==> config.mk <==
export PLATFORM = sky130hd
export DESIGN_NAME = conv_check
export DESIGN_NICKNAME = d
export VERILOG_FILES = /design/src/rtl/fastica_pkg.sv /design/src/rtl/conv_row_max.sv /design/src/rtl/conv_check.sv
export SDC_FILE = /design/constraint.sdc
export NUM_CORES = 2
export LEC_CHECK = 0
export ABC_CLOCK_PERIOD_IN_PS = 12230
export BUFFER_PORTS_ARGS = -buffer_cell sky130_fd_sc_hd__buf_2
export CAP_MARGIN = 20
export CELL_PAD_IN_SITES_DETAIL_PLACEMENT = 1
export CELL_PAD_IN_SITES_GLOBAL_PLACEMENT = 1
export CORE_AREA = 4 4 499 501
export DETAILED_ROUTE_END_ITERATION = 8
export DIE_AREA = 0 0 503 505
export PLACE_DENSITY = 0.44
export SLEW_MARGIN = 40
export SYNTH_ARGS = -nofsm -noshare
export SYNTH_HDL_FRONTEND = slang
export SYNTH_SLANG_ARGS = --single-unit
==> constraint.sdc <==
create_clock -name clk_conv -period 12.23 [get_ports clk_conv]
set_input_delay 2.446 -clock clk_conv [delete_from_list [all_inputs] [get_ports clk_conv]]
set_output_delay 2.446 -clock clk_conv [all_outputs]
set_load 0.005 [all_outputs]
==> src/rtl/fastica_pkg.sv <==
// Shared types and constants for the FastICA unmixing pipeline.
// Element format is signed fixed point, W bits with FRAC fractional bits.
// Matrices are 4x4, flattened row-major with idx(r,c) selecting the element slot.
package fastica_pkg;

  localparam int W    = 26;
  localparam int FRAC = 13;
  localparam int N    = 4;

  typedef enum logic [1:0] {
    IDLE   = 2'd0,
    SCAN   = 2'd1,
    DECIDE = 2'd2,
    HOLD   = 2'd3
  } state_e;

  // Flat element slot of matrix element (r,c)
  function automatic int idx(input int r, input int c);
    return N * r + c;
  endfunction

endpackage

==> src/rtl/conv_row_max.sv <==
// Combinational maximum of one 4-element matrix row.
// Latency: zero cycles, pure combinational.
// Backpressure: none; the parent selects which row is presented.
module conv_row_max
  import fastica_pkg::*;
(
  input  logic [N*W-1:0] elems_i,
  output logic [W-1:0]   max_o
);

  logic [W-1:0] elem;

  // Negative entries are corrupt magnitudes; clamp them to the largest positive
  // value so they can only ever push the result away from convergence.
  always_comb begin
    max_o = '0;
    elem  = '0;
    for (int c = 0; c < N; c++) begin
      elem = elems_i[c*W +: W];
      if (elem[W-1]) begin
        elem = {1'b0, {(W-1){1'b1}}};
      end
      if (elem > max_o) begin
        max_o = elem;
      end
    end
  end

endmodule

==> src/rtl/conv_check.sv <==
// Convergence checker: max |error| of a 4x4 matrix vs TOL, iteration count, decision.
// Latency: accept at edge T, out_valid high after edge T+6 (4 scan + decide + output register).
// Backpressure: in_ready only in IDLE; decision held in HOLD until out_ready.
module conv_check
  import fastica_pkg::*;
#(
  parameter int TOL      = 8,
  parameter int MAX_ITER = 64,
  parameter int CNT_W    = 7
) (
  input  logic               clk_conv,
  input  logic               rstn_conv,
  input  logic               in_valid,
  output logic               in_ready,
  input  logic [N*N*W-1:0]   err_flat,
  input  logic [N*N*W-1:0]   w_flat,
  input  logic               iter_clear,
  output logic               out_valid,
  input  logic               out_ready,
  output logic               converged,
  output logic               timeout,
  output logic [CNT_W-1:0]   iter_cnt,
  output logic [W-1:0]       max_err,
  output logic [N*N*W-1:0]   w_out_flat
);

  localparam logic signed [W-1:0] TOL_S = W'(TOL);
  localparam logic [CNT_W-1:0]    MAX_C = CNT_W'(MAX_ITER);

  state_e             state_q, state_d;
  logic [1:0]         row_q;
  logic [N*N*W-1:0]   err_q;
  logic [N*N*W-1:0]   w_q;
  logic [W-1:0]       acc_q;
  logic [W-1:0]       max_q;
  logic               out_valid_q;
  logic               conv_q;
  logic               tmo_q;
  logic [CNT_W-1:0]   iter_q, iter_d;

  logic [N*W-1:0]     row_dat;
  logic [W-1:0]       row_max;
  logic [W-1:0]       acc_next;
  logic [CNT_W-1:0]   iter_inc;
  logic               conv_d;
  logic               tmo_d;

  // Present the row addressed by the row counter to the max unit
  always_comb begin
    row_dat = err_q[idx(int'(row_q), 0)*W +: N*W];
  end

  conv_row_max u_row_max (
    .elems_i (row_dat),
    .max_o   (row_max)
  );

  // Running maximum and the decision terms derived from it
  always_comb begin
    acc_next = (row_max > acc_q) ? row_max : acc_q;
    iter_inc = (iter_q >= MAX_C) ? MAX_C : iter_q + CNT_W'(1);
    conv_d   = $signed(acc_q) < TOL_S;
    tmo_d    = !conv_d && (iter_d >= MAX_C);
  end

  // Iteration count: a clear coinciding with DECIDE still counts this iteration
  always_comb begin
    iter_d = iter_q;
    if (state_q == DECIDE) begin
      iter_d = iter_clear ? CNT_W'(1) : iter_inc;
    end else if (iter_clear) begin
      iter_d = '0;
    end
  end

  // FSM state register
  always_ff @(posedge clk_conv) begin
    if (!rstn_conv) begin
      state_q <= IDLE;
    end else begin
      state_q <= state_d;
    end
  end

  // FSM next-state logic
  always_comb begin
    state_d = state_q;
    case (state_q)
      IDLE:    if (in_valid)                 state_d = SCAN;
      SCAN:    if (row_q == 2'd3)            state_d = DECIDE;
      DECIDE:                                state_d = HOLD;
      HOLD:    if (out_valid_q && out_ready) state_d = IDLE;
      default:                               state_d = IDLE;
    endcase
  end

  // FSM outputs
  always_comb begin
    in_ready = (state_q == IDLE);
  end

  // Capture, row scan, decision and output registers
  always_ff @(posedge clk_conv) begin
    if (!rstn_conv) begin
      row_q       <= '0;
      err_q       <= '0;
      w_q         <= '0;
      acc_q       <= '0;
      max_q       <= '0;
      out_valid_q <= 1'b0;
      conv_q      <= 1'b0;
      tmo_q       <= 1'b0;
    end else begin
      case (state_q)
        IDLE: begin
          if (in_valid) begin
            err_q <= err_flat;
            w_q   <= w_flat;
            acc_q <= '0;
            row_q <= '0;
          end
        end
        SCAN: begin
          acc_q <= acc_next;
          row_q <= row_q + 2'd1;
        end
        DECIDE: begin
          max_q  <= acc_q;
          conv_q <= conv_d;
          tmo_q  <= tmo_d;
        end
        HOLD: begin
          if (!out_valid_q) begin
            out_valid_q <= 1'b1;
          end else if (out_ready) begin
            out_valid_q <= 1'b0;
          end
        end
        default: ;
      endcase
    end
  end

  // Iteration counter register
  always_ff @(posedge clk_conv) begin
    if (!rstn_conv) begin
      iter_q <= '0;
    end else begin
      iter_q <= iter_d;
    end
  end

  assign out_valid  = out_valid_q;
  assign converged  = conv_q;
  assign timeout    = tmo_q;
  assign iter_cnt   = iter_q;
  assign max_err    = max_q;
  assign w_out_flat = w_q;

endmodule

==> results.env <==
RUN_STATUS='completed'
TIMING.CRITICAL_PATH.FANOUT_MAX=30
FP.DIEAREA_UM2=254000
GRT_PASS1_WL_UM=324000
TIMING.CRITICAL_PATH.ARRIVAL_PS=11760
POSTSYNTHNETCOUNT=5572
TIMING.FMAX_GHz=0.0901
DETAILEDROUTE.FIRSTPASSITERATIONCOUNT=7
GRTUSAGETOTAL_PCT=18.1
HOLD_VIOLATIONS=0
ANTENNA_FOUND_INITIAL=240
SYNTH.YOSYS.SEQ_AREA_SHARE_PCT=45.5
COUNT_OF_PINS_OVER_THEIR_SLEW_LIMIT=0
TOTAL_STANDARD_CELL_AREA_AFTER_SYNTHESIS_UM2=39400
SYNTHARSTFLOPSHARE_PCT=0
SYNTH_SEQ_CELLS=896
INITIALDRTVIOLATIONCOUNT=2149
ROUTED_WL_UM=237000
TIMING.HOLD.WORST.START='w_out_flat[78]'
CTS_TREE='yes'
CTS.SINK_COUNT=896
CTS.ROOT.BUFFER_CELL='sky130_fd_sc_hd__clkbuf_16'
POSTROUTEANTENNANETS=0
SETUP_VIOL=0
HOLD_PATH_CLASS='reg -> reg'
SYNTH.YOSYS.WARNINGS=0
DPL-INSTANCE-AREA_UM2=49200
CRITICAL_PATH.ENDPOINT_TYPE='register'
SYN_INST=4628
AREA_DELTA_SYNTH_FINAL_PCT=35.6
SYNTH_FLOP_CELL='sky130_fd_sc_hd__dfxtp_1'
LAYOUT_MIN_CYCLE_TIME_PS=11100
CRIT_PATH_MAX_INCR_DELAY_PS=860
PLACE_WS_PS=1140
FINALWORSTSETUPSLACK_PS=1130
AVGROUTEDWIREPERCELL_UM=25.9
FIN_CRIT_SH_PCT=90.8
TIGHTEST_SLEW_PS=840
CRIT_PATH_START_KIND='register'
GRT_SETUP_UNREPAIRED='false'
CRIT_PATH_TOP_DELAY_CELL='sky130_fd_sc_hd__mux4_2'
TIMING.SETUP.CRITICAL_PATH_CLASS='reg -> reg'
CTS_REPAIR_RESIZE_COUNT=0
VIAS_AFTER_DETAILED_ROUTING=37900
FINALWEIGHTEDCONGESTION=0.855
DIE_H_UM=505
CTS.PATH.MAX_BUFFERS=3
H-TREE-DEPTH=3
FINAL.SETUP_SKEW_PS=33.6
HOLD-WORST-SLACK_PS=460
IO_BUFFERS=1288
MAX_SLEW_MARGIN_PCT=44.0
CLK_LATENCY_PS=780
CELLPOWERDENSITY_nW_PER_UM2=284
DPL.HPWL_UM=192000
POST-CTS-SETUP-BUFFER-COUNT=0
SYNTHESIS.AREA_PER_INSTANCE_UM2=8.52
AVGVIACOUNTPERCELL=4.13
WORST-ENDPOINT-REQUIRED_PS=12890
FIRST_GLOBAL_VIAS=39000
LAYOUT.CELLS.MOST_COMMON_LIST='sky130_fd_sc_hd__nand2_1, sky130_fd_sc_hd__buf_2, sky130_fd_sc_hd__dfxtp_1'
PIN_COUNT_OF_THE_BIGGEST_NET_ENTERING_GLOBAL_ROUTING=177
FINAL_INSTANCE_AREA_UM2=53400
POST-ROUTE-DRC-COUNT=0
DRV_CAP=0
BOUNDARYPINS=1290
CORE_REGION_AREA_UM2=245000
DIE_W_UM=503
YOSYSUNIQUECELLTYPES=68
FIN_TNS_SETUP_PS=0
R2R_SLACK_PS=1130
POST_ROUTE_CELLS_DRIVE_ABOVE_1_SHARE_PCT=29.2
WORSTREG2REGSTART='row_q[1]'
POWER.IR.VDD_WORST_V=0.000230
FINAL_NETS=6697
FLOORPLAN.ROWS=182
FINISH.UTILIZATION_PCT=21.8
POWER.LEAKAGE_nW=22.2
MOSTFREQUENTLAYOUTCELL='sky130_fd_sc_hd__nand2_1'
CRITICAL_PATH.STARTPOINT='row_q[1]'
NUMCTSBUFFERS=117
GRT_REMAINING_OVERFLOW=0
FLOORPLAN.INITIALDENSITY_PCT=16.1
CTS_CLK_PIN_SLEW_WORST_PATHS_PS=60
SYNTH_EDF_COUNT=0
CTS.HOLD.BUFFERS_ADDED=0
[kinds of logic (layout without fill, tap and decap cells)]
kind of cell,count (synthesis),after routing,share of synthesized area (%)
xor gates and xnor gates,3,3,0.0667
adders and majority gates,107,107,3.40
DFF,896,896,45.5
AOI/OAI and AO/OA,1015,1015,19.1
and+or+nand+nor,2051,2051,20.8
other,1,96,0.00951
buffers and inverters,415,1628,4.25
muxes,140,140,6.85
[flip-flops by register name, summed over array words and instances (netlist names), 2 cells and up]
| register | cells |
|---|---|
| max_err | 25 |
| state_q | 2 |
| err_q | 416 |
| w_out_flat | 416 |
| acc_q | 25 |
| iter_cnt | 7 |
| row_q | 2 |
[synthesized netlist by cell type (all sizes together), types with 3 or more instances]
cell type | count | area share (%)
dfxtp | 896 | 45
mux4 | 104 | 5.9
clkbuf | 295 | 2.8
xor2 | 3 | 0.067
nor3 | 8 | 0.10
a211oi | 9 | 0.25
nor2 | 116 | 1.1
o311a | 10 | 0.25
a21boi | 834 | 16
and4 | 3 | 0.067
and3 | 3 | 0.048
o21a | 13 | 0.25
o31ai | 12 | 0.24
a21oi | 48 | 0.62
a22o | 6 | 0.13
nor4 | 9 | 0.21
ha | 107 | 3.4
and2 | 15 | 0.24
inv | 77 | 0.73
o2111ai | 8 | 0.18
o21ai | 46 | 0.64
mux2i | 36 | 0.91
buf | 43 | 0.71
nand2b | 3 | 0.048
o211a | 3 | 0.076
o211ai | 8 | 0.15
or2 | 54 | 0.86
nand4 | 24 | 0.48
nand3 | 21 | 0.27
nor2b | 32 | 0.51
nand2 | 1756 | 17
[critical path, delay by kind of cell (launching register included)]
family	cells	cell delay [ps]
flops	1	580
fa+ha+maj	4	1280
compound gates	11	2660
buf+inv	6	1220
mux	1	860
simple gates	17	4310
[through the flow]
stage,cells,power [mW]
after detailed placement,8853,11.8
after global placement,8849,11.7
after global routing,9114,16.4
final,9156,15.2
after CTS,9060,15.5
after floorplan,4628,8.53
[routing by layer]
layer  vias to the layer above  GRT usage [%]  wire (um)
met2                      1087           33.4     122000
met3                       524           5.41      16100
met1                     18300           19.7      89400
met4                       148           5.24       8620
li1                      17800              -          -
met5                         -              0        954
[worst paths after layout]
check                                       to  cells past startpoint
worst min-delay path            w_out_flat[78]                      2
worst max register to register       acc_q[21]                     39
worst max-delay path                 acc_q[21]                     39
worst min register to register  w_out_flat[78]                      2
[cell type report]
class | count | area, um2
fill | 29100 | 191000
multi-input combinational | 3317 | 19800
sequential | 896 | 17900
timing repair buffer | 1344 | 7190
tap | 3220 | 4030
clock buffer | 166 | 3360
clock inverter | 41 | 564
inverter | 77 | 289
antenna | 95 | 238
[report_power, final]
part           switching [mW]  internal (mW)  total [mW]
sequential              0.371           3.47        3.84
clock                    1.47           2.10        3.57
combinational            5.03           2.73        7.76
No activity file was read; power rests on OpenSTA's default activity.
